===== src/rtl/regfile_write_master.sv =====
// regfile_write_master: write-side initiator for the 8-entry register file.
// Queues write requests in a small FIFO and issues them one per cycle.
// Runs two sequences on demand: a zero-fill of every entry (CLEAR), and a
// read-back sweep (VERIFY) that compares each entry against a shadow copy
// of what this block believes the regfile holds.
module regfile_write_master #(
    parameter int DATA_W     = 8,
    parameter int ADDR_W     = 3,
    parameter int FIFO_DEPTH = 4
) (
    input  logic              clock,
    input  logic              reset,
    input  logic              req_valid,
    output logic              req_ready,
    input  logic [ADDR_W-1:0] req_addr,
    input  logic [DATA_W-1:0] req_data,
    input  logic              clear_start,
    input  logic              verify_start,
    output logic              wr_valid,
    output logic [ADDR_W-1:0] wr_addr,
    output logic [DATA_W-1:0] wr_data,
    output logic [ADDR_W-1:0] rd_addr,
    input  logic [DATA_W-1:0] rd_data,
    output logic              busy,
    output logic              done,
    output logic              err,
    output logic [ADDR_W-1:0] err_addr
);

    localparam int DEPTH = 2 ** ADDR_W;
    localparam int FA    = $clog2(FIFO_DEPTH);
    localparam logic [ADDR_W-1:0] LAST_ADDR = ADDR_W'(DEPTH - 1);

    typedef enum logic [1:0] {
        IDLE,
        CLEAR,
        VERIFY
    } state_t;

    state_t state;

    // FIFO pointers carry one extra wrap bit so full and empty are distinguishable.
    logic [ADDR_W-1:0] fifo_addr [FIFO_DEPTH];
    logic [DATA_W-1:0] fifo_data [FIFO_DEPTH];
    logic [FA:0]       fifo_wr_ptr;
    logic [FA:0]       fifo_rd_ptr;
    logic              fifo_empty;
    logic              fifo_full;
    logic              push;
    logic              pop;
    logic [ADDR_W-1:0] head_addr;
    logic [DATA_W-1:0] head_data;

    // Sequence pointer and the shadow copy of the regfile contents.
    logic [ADDR_W-1:0] ptr;
    logic [ADDR_W-1:0] next_ptr;
    logic [DATA_W-1:0] shadow [DEPTH];
    logic              mismatch;
    logic              start_clear;
    logic              start_verify;

    assign fifo_empty = (fifo_wr_ptr == fifo_rd_ptr);
    assign fifo_full  = (fifo_wr_ptr[FA] != fifo_rd_ptr[FA]) &&
                        (fifo_wr_ptr[FA-1:0] == fifo_rd_ptr[FA-1:0]);
    assign req_ready  = !fifo_full;
    assign push       = req_valid && !fifo_full;
    assign pop        = (state == IDLE) && !fifo_empty;
    assign head_addr  = fifo_addr[fifo_rd_ptr[FA-1:0]];
    assign head_data  = fifo_data[fifo_rd_ptr[FA-1:0]];

    assign busy         = !fifo_empty || wr_valid || (state != IDLE);
    // Clear has priority; starts arriving while busy are simply dropped.
    assign start_clear  = clear_start && !busy;
    assign start_verify = verify_start && !clear_start && !busy;

    assign next_ptr = ptr + ADDR_W'(1);
    assign mismatch = (rd_data != shadow[ptr]);

    // FIFO occupancy pointers; a full FIFO refuses a push even while popping.
    always_ff @(posedge clock or posedge reset) begin
        if (reset) begin
            fifo_wr_ptr <= '0;
            fifo_rd_ptr <= '0;
        end else begin
            if (push) fifo_wr_ptr <= fifo_wr_ptr + (FA+1)'(1);
            if (pop)  fifo_rd_ptr <= fifo_rd_ptr + (FA+1)'(1);
        end
    end

    // FIFO storage needs no reset: entries are only read once written.
    always_ff @(posedge clock) begin
        if (push) begin
            fifo_addr[fifo_wr_ptr[FA-1:0]] <= req_addr;
            fifo_data[fifo_wr_ptr[FA-1:0]] <= req_data;
        end
    end

    // Main sequencer: issues queued writes in IDLE, runs the CLEAR and VERIFY sweeps.
    always_ff @(posedge clock or posedge reset) begin
        if (reset) begin
            state    <= IDLE;
            ptr      <= '0;
            wr_valid <= 1'b0;
            wr_addr  <= '0;
            wr_data  <= '0;
            rd_addr  <= '0;
            done     <= 1'b0;
            err      <= 1'b0;
            err_addr <= '0;
            for (int i = 0; i < DEPTH; i++) shadow[i] <= '0;
        end else begin
            done <= 1'b0;
            case (state)
                IDLE: begin
                    if (pop) begin
                        wr_valid          <= 1'b1;
                        wr_addr           <= head_addr;
                        wr_data           <= head_data;
                        shadow[head_addr] <= head_data;
                    end else if (start_clear) begin
                        state    <= CLEAR;
                        ptr      <= '0;
                        wr_valid <= 1'b1;
                        wr_addr  <= '0;
                        wr_data  <= '0;
                    end else if (start_verify) begin
                        state    <= VERIFY;
                        ptr      <= '0;
                        rd_addr  <= '0;
                        err      <= 1'b0;
                        err_addr <= '0;
                        wr_valid <= 1'b0;
                    end else begin
                        wr_valid <= 1'b0;
                    end
                end
                CLEAR: begin
                    shadow[ptr] <= '0;
                    if (ptr == LAST_ADDR) begin
                        state    <= IDLE;
                        ptr      <= '0;
                        wr_valid <= 1'b0;
                    end else begin
                        ptr      <= next_ptr;
                        wr_addr  <= next_ptr;
                        wr_valid <= 1'b1;
                        done     <= (next_ptr == LAST_ADDR);
                    end
                end
                VERIFY: begin
                    if (mismatch && !err) begin
                        err      <= 1'b1;
                        err_addr <= ptr;
                    end
                    if (ptr == LAST_ADDR) begin
                        state <= IDLE;
                        ptr   <= '0;
                    end else begin
                        ptr     <= next_ptr;
                        rd_addr <= next_ptr;
                        done    <= (next_ptr == LAST_ADDR);
                    end
                end
                default: state <= IDLE;
            endcase
        end
    end

endmodule


===== config.mk =====
export PLATFORM = sky130hd
export DESIGN_NAME = regfile_write_master
export DESIGN_NICKNAME = d
export VERILOG_FILES = /design/src/rtl/regfile_write_master.sv
export SDC_FILE = /design/constraint.sdc
export NUM_CORES = 1
export LEC_CHECK = 0
export ABC_CLOCK_PERIOD_IN_PS = 8620
export BUFFER_PORTS_ARGS = -buffer_cell sky130_fd_sc_hd__buf_2
export CAP_MARGIN = 10
export CORE_MARGIN = 3
export CORE_UTILIZATION = 60
export CTS_BUF_LIST = sky130_fd_sc_hd__clkbuf_4
export DETAILED_ROUTE_END_ITERATION = 7
export PLACE_DENSITY = 0.77
export SLEW_MARGIN = 20
export SYNTH_ARGS = -nofsm -noshare
export SYNTH_HDL_FRONTEND = slang
export SYNTH_SLANG_ARGS = --single-unit

===== constraint.sdc =====
create_clock -name clock -period 8.62 [get_ports clock]
set_input_delay 2.586 -clock clock [delete_from_list [all_inputs] [get_ports clock]]
set_output_delay 2.586 -clock clock [all_outputs]
set_load 0.05 [all_outputs]

==> results.sh, run 1 <==
export IMPL_outcome="finished, final reports clean"
export IMPL_cts_tree="done"
export IMPL_dp_slack_ns=4.11
export IMPL_cp_slowest_cell="dfrtp_1"
export IMPL_use_met3=0.0528
export IMPL_cts_resized=0
export IMPL_post_cts_buffers=0
export IMPL_tightestPinTransition_ns=0.800
export IMPL_boundaryPins=46
export IMPL_clockRootBuffer="clkbuf_4"
export IMPL_ir_worst_vdd_mv=0.233
export IMPL_finalSetupViolCount=0
export IMPL_met2_usage=0.391
export IMPL_cap_violations=0
export IMPL_syn_to_final_growth_pct=8.35
export IMPL_max_freq_mhz=197
export IMPL_routed_wl_um=13000
export IMPL_crit_type="flip-flop to output pin"
export IMPL_maxSlewHeadroom=0.466
export IMPL_dieArea_um2=12000
export IMPL_p_leak_nw=3.20
export IMPL_start_kind="flip-flop"
export IMPL_min_path_type="flip-flop to flip-flop"
export IMPL_crit_family="flip-flops"
export IMPL_stdcell_count=634
export IMPL_syn_cell_area_um2=6460
export IMPL_htreeDepth=4
export IMPL_fin_skew_ns=0.0178
export IMPL_timing_rr_start="ptr[0]"
export IMPL_final_net_count=519
export IMPL_ant_nets=0
export IMPL_fin_util=0.672
export IMPL_synth_area_leader_cell="dfrtp_1"
export IMPL_synth_most_common_cell="dfrtp_1"
export IMPL_rsz0062_at_grt="false"
export IMPL_multi_input_area_um2=2560
export IMPL_power_density_nw_per_um2=436
export IMPL_synth_async_reset_ratio=0.683
export IMPL_drtIter0Drc=265
export IMPL_clk_latency_ns=0.55
export IMPL_via_per_inst=6.22
export IMPL_post_dp_hpwl_um=9010
export IMPL_yosysSeqAreaShare=0.573
export IMPL_regArea_um2=3700
export IMPL_required_ns=6.03
export IMPL_floorplan_rows=37
export IMPL_synth_nets=475
export IMPL_whs_ns=0.486
export IMPL_use_met1=0.324
export IMPL_clk_pin_slew_ns=0.13
export IMPL_drc_errors=0
export IMPL_grt_busiest_layer="met2"
export IMPL_holdBufCountCts=0
export IMPL_initial_core_util=0.620
export IMPL_ys_seq_elements=139
export IMPL_yosysWarningCount=0
export IMPL_overflow=0
export IMPL_die_h_um=110
export IMPL_clockBufferDepth=2
export IMPL_fin_crit_ns=5.08
export IMPL_synth_edf_count=44
export IMPL_post_drt_wl_per_cell_um=20.6
export IMPL_cts_made_buffers=17
export IMPL_slew_violations=0
export IMPL_track_usage=0.241
export IMPL_final_hold_violation_count=0
export IMPL_crit_buf_inv=1
export IMPL_ys_types=51
export IMPL_fin_crit_sh=0.589
export IMPL_place_gp_congestion=0.800
export IMPL_worstHoldStart="wr_data[0]"
export IMPL_synth_cells=440
export IMPL_syn_avg_cell_area_um2=14.7
export IMPL_setup_ws_ns=3.54
export IMPL_cp_arrival_ns=2.50
export IMPL_drive_gt1_frac=0.241
export IMPL_synth_top_area_frac=0.368
export IMPL_synth_area_leaders="dfrtp_1 37%, edfxtp_1 20%, a22o_1 9.4%, mux4_1 5.7%, mux2i_1 3.6%"
export IMPL_dr_pass1_iters=5
export IMPL_portBuffers=45
export IMPL_vias=3944
export IMPL_fill_cells=764
export IMPL_cts_sinks=139
export IMPL_grt_max_degree=55
export IMPL_die_x_um=110
export IMPL_first_global_vias=4079
export IMPL_critPathLaunch="fifo_rd_ptr[0]"
export IMPL_dp_cells=601
export IMPL_cp_max_fo=14
export IMPL_grt_pass1_wl_um=21300
export IMPL_crit_chain="xor2_1 > or3_4 > nor2_1 > nand2_1 > buf_2"
export IMPL_core_area_um2=10400
export IMPL_antenna_found_initial=0
export IMPL_synth_flop_cell="dfrtp_1"
export IMPL_end_kind="output pin"
export IMPL_tns_ns=0
export IMPL_max_stage_delay_ns=0.83
export IMPL_synth_common_cells="95 x dfrtp_1, 69 x a22o_1, 44 x edfxtp_1"
## state kept, by name, summed over array words and instances, names as in the netlist, 3 cells and up
name,flops
fifo_addr,12
ptr,3
shadow,64
wr_addr,3
fifo_wr_ptr,3
err_addr,3
fifo_rd_ptr,3
rd_addr,3
wr_data,8
fifo_data,32
## area by class of cell
class	count	area share
antenna	1	0.000358
inverter	11	0.00608
multi-input combinational	268	0.366
clock buffer	19	0.0204
timing repair buffer	47	0.0343
tap	136	0.0243
clock inverter	13	0.0206
sequential	139	0.528
## cells in the final DEF, fill, tap and decap left out, types with 6 or more instances in the layout
cell type / n
and3_1: 14
nor2_1: 14
mux2i_1: 23
inv_1: 9
xor2_1: 8
nor2_8: 6
a21oi_1: 7
a21o_1: 9
ha_1: 11
edfxtp_1: 44
a22oi_1: 9
nand2_1: 23
mux4_1: 14
dfrtp_1: 95
a22o_1: 69
buf_2: 45
clkbuf_4: 19
## metal layers
metal,share of wire,vias to the layer above
met5,0,-
met4,0.016,0
met3,0.050,21
met2,0.49,102
met1,0.44,2018
li1,-,1803
## worst paths after layout
check | endpoint | slack [ns] | depth (start not counted)
worst max-delay path | busy | 3.54 | 5
worst max register to register | err_addr[2] | 5.50 | 7
min in group asynchronous | err | 2.12 | 2
worst min-delay path | wr_data[0] | 0.49 | 1
max in group asynchronous | fifo_wr_ptr[0] | 5.37 | 3
worst min register to register | wr_data[0] | 0.49 | 1
## cell families after synthesis
family,share of synthesized area
buf+inv,0.0314
flops,0.573
xor+xnor,0.0149
compound gates,0.162
fa+ha+maj,0.0213
mux,0.115
simple gates,0.0831
## report_power, final
part           internal, W  switching [W]  leakage [nW]  total, W
sequential        0.000939       0.000173          1.60   0.00111
combinational     0.000593       0.000923          1.45   0.00152
clock             0.000181       0.000245         0.148  0.000426
## stage by stage
step	total power [W]	cell area, um^2
3_5_place_dp	0.00264	6710
3_3_place_gp	0.00258	6710
6_report	0.00305	7000
5_1_grt	0.00324	7000
2_1_floorplan	0.00233	6460
4_1_cts	0.00307	7000
No activity file was read; power rests on OpenSTA's default activity.
==> run 2, diff against run 1 <==
ABC_CLOCK_PERIOD_IN_PS = 5200   (was 8620)
clock period = 5.2 ns   (was 8.62 ns; I/O delays follow)
==> run 2 against run 1 <==
Combinational power rose by 64%. Sequential cell count did not move. First-iteration DRC count is 30% higher. Critical endpoint unchanged. Largest power group unchanged. Highest routed layer unchanged.
==> results.sh, run 2 (synthesis gave the netlist of run 1 again) <==
export IMPL_syn_to_final_growth_pct=7.73
export IMPL_crit_chain="xor2_1 > or3_4 > nor2_1 > nand2_1 > buf_2"
export IMPL_end_kind="output pin"
export IMPL_fin_skew_ns=0.0153
export IMPL_tightestPinTransition_ns=0.906
export IMPL_largest_reg_flops=64
export IMPL_floorplan_rows=37
export IMPL_slew_violations=0
export IMPL_cts_tree="done"
export IMPL_final_net_count=519
export IMPL_grt_pass1_wl_um=21100
export IMPL_max_stage_delay_ns=0.83
export IMPL_post_dp_hpwl_um=8790
export IMPL_cp_max_fo=14
export IMPL_cts_resized=0
export IMPL_dp_slack_ns=1.73
export IMPL_first_global_vias=3987
export IMPL_cap_violations=0
export IMPL_place_gp_congestion=0.817
export IMPL_setup_ws_ns=1.19
export IMPL_max_freq_mhz=249
export IMPL_layout_commonest_cell="dfrtp_1"
export IMPL_overflow=0
export IMPL_post_drt_wl_per_cell_um=20.0
export IMPL_crit_family="flip-flops"
export IMPL_cts_made_buffers=17
export IMPL_grt_max_degree=74
export IMPL_fin_crit_sh=0.771
export IMPL_holdBufCountCts=0
export IMPL_cts_sinks=139
export IMPL_use_met1=0.321
export IMPL_grt_busiest_layer="met2"
export IMPL_antenna_cells=0
export IMPL_crit_type="flip-flop to output pin"
export IMPL_drc_errors=0
export IMPL_met2_usage=0.363
export IMPL_fin_util=0.668
export IMPL_vias=3903
export IMPL_tns_ns=0
export IMPL_dieArea_um2=12000
export IMPL_die_x_um=110
export IMPL_total_power_w=0.00496
export IMPL_whs_ns=0.486
export IMPL_via_per_inst=6.17
export IMPL_min_path_type="flip-flop to flip-flop"
export IMPL_drtIter0Drc=344
export IMPL_clockRootBuffer="clkbuf_4"
export IMPL_track_usage=0.236
export IMPL_maxSlewHeadroom=0.396
export IMPL_core_area_um2=10400
export IMPL_clk_latency_ns=0.53
export IMPL_antenna_found_initial=0
export IMPL_boundaryPins=46
export IMPL_use_met3=0.0617
export IMPL_ant_nets=0
export IMPL_rsz0062_at_grt="false"
export IMPL_cp_slowest_cell="dfrtp_1"
export IMPL_p_leak_nw=3.18
export IMPL_clk_pin_slew_ns=0.11
export IMPL_clockBufferDepth=2
export IMPL_fin_crit_ns=4.01
export IMPL_power_density_nw_per_um2=713
export IMPL_final_hold_violation_count=0
export IMPL_htreeDepth=4
export IMPL_crit_buf_inv=1
export IMPL_ir_worst_vdd_mv=0.393
export IMPL_final_cell_mix="95 x dfrtp_1, 69 x a22o_1, 45 x buf_2, 44 x edfxtp_1"
export IMPL_cp_arrival_ns=2.45
export IMPL_routed_wl_um=12600
export IMPL_finalSetupViolCount=0
export IMPL_start_kind="flip-flop"
export IMPL_required_ns=3.64
export IMPL_dr_pass1_iters=5
export IMPL_post_cts_buffers=0
export IMPL_outcome="finished, final reports clean"
export IMPL_drive_gt1_frac=0.239
export IMPL_largest_register="shadow"
export IMPL_die_h_um=110
export IMPL_portBuffers=45
export IMPL_initial_core_util=0.620
-- run 2: changes by cell type in the layout (fill, tap and decap cells not counted) --
cell       delta
clkinv_4      +1
clkinv_1      +1
inv_6         -4
bufinv_16     -1
diode_2       -1
clkinv_2      +3
-- run 2: area by class of cell --
class	count	area, um^2
fill	755	3460
clock inverter	13	106
timing repair buffer	47	240
multi-input combinational	268	2560
inverter	11	42.5
tap	136	170
sequential	139	3700
clock buffer	19	143
-- run 2: worst reg2reg max path, stage by stage (launching register included) --
cell	delay (ns)
dfrtp_1	0.88
buf_4	0.40
mux4_1	0.33
mux2i_1	0.17
xor2_1	0.17
nand4_1	0.21
o31ai_4	0.33
mux2i_1	0.23
-- run 2: path summary, 6_finish.rpt --
path                                 from          end  slack [ns]  cells past startpoint
setup reg to reg                   ptr[0]  err_addr[2]        2.40                      7
hold reg to reg                wr_data[6]   wr_data[6]        0.49                      1
max in group asynchronous           reset   shadow[30]        2.99                      3
min in group asynchronous           reset       ptr[1]        0.99                      2
hold / removal                 wr_data[6]   wr_data[6]        0.49                      1
setup / recovery           fifo_rd_ptr[0]         busy        1.19                      5
-- run 2: per-layer routing --
metal | vias up | part of all wire
met5 | - | 0
met4 | 0 | 0.020
met3 | 18 | 0.064
met2 | 123 | 0.48
met1 | 1961 | 0.43
li1 | 1801 | -
-- run 2: power by group --
part	switching, W	total, W	internal (W)	leakage, nW
sequential	0.000295	0.00185	0.00156	1.60
combinational	0.00151	0.00249	0.000985	1.45
clock	0.000375	0.000617	0.000242	0.133
-- run 2: per-stage QoR --
stage | instance area [um^2] | std cells
3_3_place_gp | 6710 | 601
6_report | 6960 | 633
5_1_grt | 6960 | 633
4_1_cts | 6960 | 633
3_5_place_dp | 6710 | 601
2_1_floorplan | 6460 | 440
==> run 3, diff against run 2 <==
ABC_CLOCK_PERIOD_IN_PS = 3550   (was 5200)
CORE_UTILIZATION = 56   (was 60)
PLACE_DENSITY = 0.76   (was 0.77)
clock period = 3.55 ns   (was 5.2 ns; I/O delays follow)
==> run 3 against run 2 <==
Register-to-register slack worse by 1.5 ns. Sequential power is 43% higher. First-iteration DRC count is 17% lower. Final area is 0.94% higher. Total power is 50% higher. Hold slack better by 0.0097 ns. Clock skew is 0.00071 ns lower. Critical path type unchanged. Highest routed layer unchanged.
==> results.sh, run 3 (synthesis gave the netlist of run 1 again) <==
export IMPL_antenna_found_initial=0
export IMPL_r2r_cells=6
export IMPL_post_cts_buffers=0
export IMPL_dr_pass1_iters=4
export IMPL_cts_tree="done"
export IMPL_final_net_count=524
export IMPL_clockBufferDepth=2
export IMPL_vias=4008
export IMPL_min_path_type="flip-flop to flip-flop"
export IMPL_required_ns=2.48
export IMPL_cp_arrival_ns=2.12
export IMPL_finalSetupViolCount=0
export IMPL_grt_pass1_wl_um=22400
export IMPL_p_seq_frac=0.357
export IMPL_slew_violations=0
export IMPL_grt_max_degree=37
export IMPL_clockRootBuffer="clkbuf_4"
export IMPL_clk_pin_slew_ns=0.14
export IMPL_tightestPinTransition_ns=0.770
export IMPL_fin_skew_ns=0.0146
export IMPL_track_usage=0.227
export IMPL_drive_gt1_frac=0.251
export IMPL_outcome="finished, final reports clean"
export IMPL_tns_ns=0
export IMPL_design_area_um2=7020
export IMPL_cap_violations=0
export IMPL_die_h_um=113
export IMPL_start_kind="flip-flop"
export IMPL_max_freq_mhz=314
export IMPL_floorplan_rows=38
export IMPL_largest_reg_flops=64
export IMPL_fin_crit_sh=0.898
export IMPL_p_leak_nw=3.22
export IMPL_largest_register="shadow"
export IMPL_timing_rr_start="ptr[1]"
export IMPL_cts_resized=0
export IMPL_dp_slack_ns=0.912
export IMPL_crit_end="busy"
export IMPL_initial_core_util=0.583
export IMPL_final_hold_violation_count=0
export IMPL_p_int_w=0.00406
export IMPL_p_clk_frac=0.134
export IMPL_syn_to_final_growth_pct=8.74
export IMPL_post_drt_wl_per_cell_um=20.7
export IMPL_overflow=0
export IMPL_crit_type="flip-flop to output pin"
export IMPL_antenna_cells=0
export IMPL_cp_max_fo=12
export IMPL_first_global_vias=4209
export IMPL_clk_latency_ns=0.55
export IMPL_power_frac_comb=0.509
export IMPL_cts_sinks=139
export IMPL_fin_crit_ns=3.19
export IMPL_ir_worst_vdd_mv=0.627
export IMPL_setup_ws_ns=0.362
export IMPL_dieArea_um2=12900
export IMPL_critPathLaunch="fifo_rd_ptr[2]"
export IMPL_p_switching_w=0.00336
export IMPL_end_kind="output pin"
export IMPL_post_dp_hpwl_um=9240
export IMPL_r2r_slack_ns=0.91
export IMPL_place_gp_congestion=0.821
export IMPL_postPlaceCellArea_um2=6750
export IMPL_final_cell_mix="95 x dfrtp_1, 69 x a22o_1, 45 x buf_2, 44 x edfxtp_1"
export IMPL_maxSlewHeadroom=0.486
export IMPL_holdBufCountCts=0
export IMPL_cts_made_buffers=17
export IMPL_r2r_end="err_addr[2]"
export IMPL_routed_wl_um=13300
export IMPL_die_x_um=113
export IMPL_boundaryPins=46
export IMPL_drtIter0Drc=287
export IMPL_portBuffers=45
export IMPL_htreeDepth=4
export IMPL_rsz0062_at_grt="false"
export IMPL_power_density_nw_per_um2=1060
export IMPL_layout_commonest_cell="dfrtp_1"
export IMPL_core_area_um2=11100
export IMPL_via_per_inst=6.24
export IMPL_p_sw_frac=0.453
export IMPL_drc_errors=0
export IMPL_ant_nets=0
-- run 3: cell type report --
type / instances / area (um^2)
clock buffer: 17 / 128
fill: 833 / 4050
multi-input combinational: 268 / 2560
sequential: 139 / 3700
inverter: 11 / 42.5
clock inverter: 15 / 144
timing repair buffer: 52 / 278
tap: 140 / 175
-- run 3: metrics by stage --
stage                     hold WS (ns)  power [W]  cells   util
after floorplan                  0.458    0.00566    440      -
after global placement           0.466    0.00632    610  0.610
after detailed placement         0.469    0.00643    610  0.610
after CTS                        0.500    0.00743    642  0.634
after global routing             0.520    0.00791    642  0.634
final                            0.496    0.00742    642  0.634
-- run 3: critical path, cell delays in order, from the launching register on --
cell and delay, ns:
dfrtp_1 0.43, xor2_1 0.18, or3_4 0.48, nor2_1 0.18
nand2_1 0.07, buf_2 0.24
-- run 3: how the worst min path moves through the flow --
stage / from / to / slack (ns) / depth (start not counted)
finish: wr_data[6] / wr_data[6] / 0.50 / 1
global route: shadow[44] / shadow[44] / 0.52 / 1
CTS: wr_data[6] / wr_data[6] / 0.50 / 1
detailed placement: wr_data[6] / wr_data[6] / 0.47 / 1
global placement: wr_data[0] / wr_data[0] / 0.47 / 1
floorplan: shadow[12] / shadow[12] / 0.46 / 1
-- run 3: layer usage --
layer	up-vias	global-route usage	share of wire
met1	2035	0.313	0.44
met4	0	0.0665	0.018
met2	140	0.357	0.48
met5	-	0	0
met3	26	0.0626	0.055
li1	1807	-	-
-- run 3: power groups by stage --
stage	Sequential (W)	Clock [W]	Combinational [W]
finish	0.00265	0.000998	0.00378
global route	0.00271	0.00110	0.00410
floorplan	0.00288	0	0.00278
detailed placement	0.00266	0	0.00377
global placement	0.00264	0	0.00367
CTS	0.00264	0.00102	0.00378
